==> config.mk <==
export PLATFORM = sky130hd
export DESIGN_NAME = seg7_scan_driver
export DESIGN_NICKNAME = d
export VERILOG_FILES = /design/src/rtl/seg7_scan_driver.sv
export SDC_FILE = /design/constraint.sdc
export NUM_CORES = 1
export LEC_CHECK = 0
export CORE_UTILIZATION = 50
export CTS_CLUSTER_SIZE = 8
export DETAILED_ROUTE_END_ITERATION = 8
export GPL_ROUTABILITY_DRIVEN = 0
export PLACE_DENSITY_LB_ADDON = 0.2
export SLEW_MARGIN = 20
export SYNTH_ARGS = -nofsm -noshare
export SYNTH_HDL_FRONTEND = slang
export SYNTH_SLANG_ARGS = --single-unit
==> constraint.sdc <==
create_clock -name i_clk -period 3 [get_ports i_clk]
set_clock_uncertainty 0.2 [all_clocks]
set_input_delay 0.9 -clock i_clk [delete_from_list [all_inputs] [get_ports i_clk]]
set_output_delay 0.9 -clock i_clk [all_outputs]
set_load 0.1 [all_outputs]
==> src/rtl/seg7_scan_driver.sv <==
// Time-multiplexed seven-segment scanner with shadowed, frame-aligned data loads.
// Outputs are registered (1 cycle behind cnt/idx/active); loads are never back-pressured.
module seg7_scan_driver #(
  parameter int NUM_DIGITS  = 8,
  parameter int REFRESH_DIV = 100000,
  parameter int DUTY_W      = 3
) (
  input  logic                    i_clk,
  input  logic                    i_rst,
  input  logic                    i_load,
  input  logic [4*NUM_DIGITS-1:0] i_value,
  input  logic [NUM_DIGITS-1:0]   i_dp_mask,
  input  logic [NUM_DIGITS-1:0]   i_blank_mask,
  input  logic                    i_lz_en,
  input  logic [DUTY_W-1:0]       i_duty,
  output logic [6:0]              o_a_to_g,
  output logic [NUM_DIGITS-1:0]   o_an,
  output logic                    o_dp,
  output logic                    o_pending,
  output logic                    o_frame_done
);

  localparam int CNT_W_RAW = $clog2(REFRESH_DIV);
  localparam int CNT_W     = (CNT_W_RAW > DUTY_W) ? CNT_W_RAW : DUTY_W;
  localparam int IDX_W     = (NUM_DIGITS > 1) ? $clog2(NUM_DIGITS) : 1;
  localparam logic [CNT_W-1:0] CNT_LAST = CNT_W'(REFRESH_DIV - 1);
  localparam logic [IDX_W-1:0] IDX_LAST = IDX_W'(NUM_DIGITS - 1);

  logic [CNT_W-1:0]        r_cnt;
  logic [IDX_W-1:0]        r_idx;

  logic [4*NUM_DIGITS-1:0] r_sh_value;
  logic [NUM_DIGITS-1:0]   r_sh_dp;
  logic [NUM_DIGITS-1:0]   r_sh_blank;
  logic                    r_sh_lz;
  logic                    r_pending;

  logic [4*NUM_DIGITS-1:0] r_act_value;
  logic [NUM_DIGITS-1:0]   r_act_dp;
  logic [NUM_DIGITS-1:0]   r_act_blank;
  logic                    r_act_lz;

  logic                    r_frame_done;
  logic [6:0]              r_a_to_g;
  logic [NUM_DIGITS-1:0]   r_an;
  logic                    r_dp;

  logic                    w_slot_end;
  logic                    w_boundary;
  logic                    w_commit;
  logic [NUM_DIGITS-1:0]   w_lz_blank;
  logic                    w_run;
  logic [3:0]              w_nib;
  logic                    w_dig_blank;
  logic                    w_dig_lz;
  logic                    w_dig_dp;
  logic [NUM_DIGITS-1:0]   w_an;
  logic [6:0]              w_seg;
  logic                    w_dp_n;

  function automatic logic [6:0] f_decode(input logic [3:0] nib);
    logic [6:0] seg;
    case (nib)
      4'h0:    seg = 7'b0000001;
      4'h1:    seg = 7'b1001111;
      4'h2:    seg = 7'b0010010;
      4'h3:    seg = 7'b0000110;
      4'h4:    seg = 7'b1001100;
      4'h5:    seg = 7'b0100100;
      4'h6:    seg = 7'b0100000;
      4'h7:    seg = 7'b0001111;
      4'h8:    seg = 7'b0000000;
      4'h9:    seg = 7'b0000100;
      4'hA:    seg = 7'b0001000;
      4'hB:    seg = 7'b1100000;
      4'hC:    seg = 7'b0110001;
      4'hD:    seg = 7'b1000010;
      4'hE:    seg = 7'b0110000;
      default: seg = 7'b0111000;
    endcase
    return seg;
  endfunction

  assign w_slot_end = (r_cnt == CNT_LAST);
  assign w_boundary = w_slot_end && (r_idx == IDX_LAST);
  assign w_commit   = w_boundary && r_pending;

  always_ff @(posedge i_clk) begin
    if (i_rst) begin
      r_cnt <= '0;
      r_idx <= '0;
    end else if (w_slot_end) begin
      r_cnt <= '0;
      r_idx <= (r_idx == IDX_LAST) ? '0 : r_idx + IDX_W'(1);
    end else begin
      r_cnt <= r_cnt + CNT_W'(1);
    end
  end

  // A load on a boundary cycle lands in the shadow after the old shadow commits.
  always_ff @(posedge i_clk) begin
    if (i_rst) begin
      r_sh_value <= '0;
      r_sh_dp    <= '0;
      r_sh_blank <= '1;
      r_sh_lz    <= 1'b0;
      r_pending  <= 1'b0;
    end else begin
      if (i_load) begin
        r_sh_value <= i_value;
        r_sh_dp    <= i_dp_mask;
        r_sh_blank <= i_blank_mask;
        r_sh_lz    <= i_lz_en;
        r_pending  <= 1'b1;
      end else if (w_commit) begin
        r_pending  <= 1'b0;
      end
    end
  end

  always_ff @(posedge i_clk) begin
    if (i_rst) begin
      r_act_value  <= '0;
      r_act_dp     <= '0;
      r_act_blank  <= '1;
      r_act_lz     <= 1'b0;
      r_frame_done <= 1'b0;
    end else begin
      r_frame_done <= w_commit;
      if (w_commit) begin
        r_act_value <= r_sh_value;
        r_act_dp    <= r_sh_dp;
        r_act_blank <= r_sh_blank;
        r_act_lz    <= r_sh_lz;
      end
    end
  end

  // w_run tracks "every nibble from the top down to digit i is zero".
  always_comb begin
    w_run      = 1'b1;
    w_lz_blank = '0;
    for (int i = NUM_DIGITS - 1; i >= 0; i--) begin
      w_run = w_run & (r_act_value[4*i +: 4] == 4'd0);
      if (i != 0) w_lz_blank[i] = r_act_lz & w_run;
    end
  end

  always_comb begin
    w_nib       = 4'h0;
    w_dig_blank = 1'b0;
    w_dig_lz    = 1'b0;
    w_dig_dp    = 1'b0;
    for (int i = 0; i < NUM_DIGITS; i++) begin
      if (r_idx == IDX_W'(i)) begin
        w_nib       = r_act_value[4*i +: 4];
        w_dig_blank = r_act_blank[i];
        w_dig_lz    = w_lz_blank[i];
        w_dig_dp    = r_act_dp[i];
      end
    end
  end

  always_comb begin
    w_an = '1;
    if (r_cnt[DUTY_W-1:0] <= i_duty) begin
      for (int i = 0; i < NUM_DIGITS; i++) begin
        if (r_idx == IDX_W'(i)) w_an[i] = 1'b0;
      end
    end
    w_seg  = (w_dig_blank || w_dig_lz) ? 7'b1111111 : f_decode(w_nib);
    w_dp_n = w_dig_blank ? 1'b1 : ~w_dig_dp;
  end

  always_ff @(posedge i_clk) begin
    if (i_rst) begin
      r_an     <= '1;
      r_a_to_g <= 7'b1111111;
      r_dp     <= 1'b1;
    end else begin
      r_an     <= w_an;
      r_a_to_g <= w_seg;
      r_dp     <= w_dp_n;
    end
  end

  assign o_a_to_g     = r_a_to_g;
  assign o_an         = r_an;
  assign o_dp         = r_dp;
  assign o_pending    = r_pending;
  assign o_frame_done = r_frame_done;

endmodule
==> results.txt <==
The number of violations reported at the end of detailed-routing iteration 0 came out at 223. The start-to-end type of the worst setup path is reg2reg. The synthesized netlist contains 56 unique library cells. Counting both buffers and inverters, the worst setup path holds a total of 1. The run finished with clean final reports. The endpoint kind of the worst setup timing path is a flop. The finished layout cell area is 7210 um^2.

The total clock buffers created by CTS is 17. Once detail routing completed, the nets flagged for antenna violations numbered 0. The floorplan core area is 11000 um^2. The number of warnings issued by yosys came out at 0.

The met1 wire length came out at 5880 um. The multi-input combinational cells in the finished layout cover a total of 2740 um^2. Derived from the worst setup path, the maximum achievable clock frequency is 0.360 GHz. The critical-path maximum fanout came out at 5. Of the available clock period, the critical path in the final layout requires 92.6%. The number of antenna cells inserted is 0. The met3 wirelength from detailed routing is 517 um. Registers take 2720 um^2. The max-slew violation count came out at 0. The slowest stage of the critical path is the sky130_fd_sc_hd__or3_1 cell.

The path type of the worst min-delay path is reg2reg. Counting I/O delays and the setup requirement, the final critical path takes 2780 ps. Yosys instantiated no cell more often than sky130_fd_sc_hd__dfxtp_1. The initial antenna violation count is 0. The clock latency at the later pin of the worst-skew pair is 420 ps. The flop and latch count out of synthesis is 136. The starting utilization of the core area came out at 52.4%. The share of flip-flops with an asynchronous set or reset after synthesis came out at 0%. The placed instances occupy a cell area of 6540 um^2. The total number of H-tree levels is 4. The post-CTS setup-driven buffer insertion count came out at 0.

The commonest cells after synthesis are sky130_fd_sc_hd__dfxtp_1 (136), sky130_fd_sc_hd__nand2_1 (127), sky130_fd_sc_hd__nor2_1 (74). The required time of the critical path is 3130 ps. The endpoint identified for the worst register-to-register timing path is o_a_to_g[1]. The cell count of the worst reg-to-reg path came out at 10.

The setup slack of the worst register-to-register path is 220 ps. The setup-violating endpoint count in the final report is 0. The source of the worst register-to-register timing path is r_idx[0]. The count of fill cells added during filler insertion is 941. The sequential-to-total area share from yosys stat is 47.1%. The signed area change from the synthesized netlist to the final layout came out at 24.7%. After detailed routing, the average wire length per cell comes to 14.5 um. The maximum clock insertion buffer count is 2.

The total iterations of the first detailed-routing run came out at 5. The synthesized area per cell is 8.61 um^2. Entering global routing, the biggest net connects 51 pins. The number of max-cap violations is 0. The die outline width is 110 um. The global route total overflow came out at 0. After clock tree synthesis, the flow added hold-fix buffers numbering 0. The clock sink count is 136. The remaining routing DRC violations came out at 0.

The relative slew slack came out at 65.8%. The instance count along the most critical hold path is 2. At the pin with the least slew margin, the transition time is 509 ps.

The start point of the worst min-delay path is r_act_dp[7]. The root buffer cell chosen for the clock tree is sky130_fd_sc_hd__clkbuf_16. The total power per unit cell area is 619 nW/um^2.

The final net count is 805. The maximum vdd drop came out at 0.000456 V. The floorplan step defined a die boundary enclosing 12000 um^2. Setup repair after global routing left no endpoint under its margin. The kind of cell with the highest combined delay on the critical path is compound AO/OA/AOI/OAI gates. The post-route setup TNS came out at 0 ps. The number of nets in the synthesized netlist is 741.

The signal on the critical path passes through ha_1, ha_1, or2_2, a221oi_1, o22ai_1, a21oi_2, inv_1, ha_1, or3_1, o211ai_1. The end of the worst hold path is r_act_dp[7]. Yosys attributes the largest share of cell area to sky130_fd_sc_hd__dfxtp_1 (47%), sky130_fd_sc_hd__mux2i_1 (9.4%), sky130_fd_sc_hd__nand2_1 (8.2%). Port buffering added 72 buffers. The via count of the first global-routing pass came out at 4670. The most used cell along the critical path is sky130_fd_sc_hd__ha_1. The die is 110 um tall. The total count of hold-check failures in the final report came to 0. The total via count in the routed design is 4764. The final layout contains routed wiring with a total length of 12900 um. The global-route usage over all layers is 22.9%. Summed over its instances, the top area cell type makes up 47.1% of the synthesized netlist area. STA classifies the critical path startpoint as a flop.

The number of synthesized flops with an enable pin is 0. The I/O pin count came out at 73. The largest stage delay on the critical path came out at 370 ps. After technology mapping, the gate count stands at 671.

The clock tree from TritonCTS is built. The wire length of the first global-routing pass came out at 21100 um. The met2 wire length is 6290 um.

The site row count is 38. The cell area after synthesis came out at 5780 um^2. The top layer reached by signal wires is met4.

The detailed placement HPWL came out at 8900 um. The leakage power of the design is 0.00288 uW. Using the TritonRoute via totals, the vias-per-cell ratio works out to 5.37. The fraction of layout instances using a drive strength above 1 came out at 11.1%. The data arrival time of the worst path is 2900 ps. The largest total area in the synthesized netlist belongs to sky130_fd_sc_hd__dfxtp_1. The most used flip-flop cell after synthesis is sky130_fd_sc_hd__dfxtp_1. The post-CTS clock slew at the launch and capture registers of the worst setup and hold paths is 60 ps.
registers in the layout (all words and copies together) (netlist names), 3 cells and up:
name and count:
r_sh_dp 8, r_act_value 32, r_sh_value 32, r_cnt 17, r_act_blank 8, r_act_dp 8
o_an 8, o_a_to_g 7, r_idx 3, r_sh_blank 8
placed cells by master, fill, tap and decap left out, drive strengths merged, types with 6 or more instances in the layout:
cell type / instances
a21oi: 71
buf: 38
bufinv: 6
clkbuf: 17
clkdlybuf4s50: 52
dfxtp: 136
ha: 15
inv: 28
mux2i: 54
nand2: 127
nand3: 26
nand3b: 6
nor2: 74
nor4: 7
xnor2: 7
xor2: 9
metrics by stage:
stage	utilization (%)	cells	setup WS [ps]	hold slack, ps	power (uW)
after floorplan	-	671	38.7	226	2040
after global placement	59.2	856	290	239	2140
after detailed placement	59.2	856	264	246	2150
after CTS	65.3	887	207	257	4500
after global routing	65.4	887	38.5	277	4600
final	65.4	887	223	250	4470
power by group:
group          internal (uW)  switching, uW  total, uW  leakage (uW)
Combinational            119            107        226       0.00145
Clock                   1560            797       2360      0.000318
Sequential              1850           26.8       1880       0.00111
layout make-up:
| type | instances | share of cell area, % |
|---|---|---|
| Multi-Input combinational cell | 465 | 37.9 |
| Sequential cell | 136 | 37.8 |
| Timing Repair Buffer | 90 | 11.3 |
| Clock buffer | 17 | 5.90 |
| Clock inverter | 14 | 3.40 |
| Tap cell | 140 | 2.43 |
| Inverter | 25 | 1.30 |
worst max path at each step:
stage	startpoint	to	slack (ps)	cells after the start
after floorplan	r_idx[2]	o_a_to_g[1]	40	12
after global placement	i_duty[1]	o_an[2]	290	9
after detailed placement	r_idx[0]	o_a_to_g[1]	260	10
after CTS	r_idx[0]	o_a_to_g[1]	210	10
after global routing	r_idx[1]	o_a_to_g[1]	40	10
final	r_idx[0]	o_a_to_g[1]	220	10
per-layer routing:
metal / up-vias / GRT usage [%]
li1: 2392 / -
met1: 2261 / 28.7
met2: 94 / 37.9
met3: 17 / 4.80
met4: 0 / 10.1
met5: - / 0
cell families (layout without fill, tap and decap cells):
group                      count (synthesis)  count (layout)  synth area share [%]
buffers and inverters                     70             146                  5.74
adders and majority gates                 15              15                  3.25
muxes                                     54              54                  9.35
DFF                                      136             136                  47.1
AOI/OAI and AO/OA                        113             113                  12.0
and+or+nand+nor                          267             267                  20.1
xor gates and xnor gates                  16              16                  2.42
worst register-to-register path: cells and delay by family, from the launching register on:
kind	cells	cell delay, ps
fa+ha+maj	3	670
simple gates	2	670
buf+inv	1	100
flops	1	350
compound gates	4	710
timing repair:
item | 4_1_cts | 5_1_grt
hold endpoints to repair | 0 | 0
gates resized for setup | 0 | 2
endpoints found under the setup margin | 0 | 2
(Power assumes the default switching activity.)
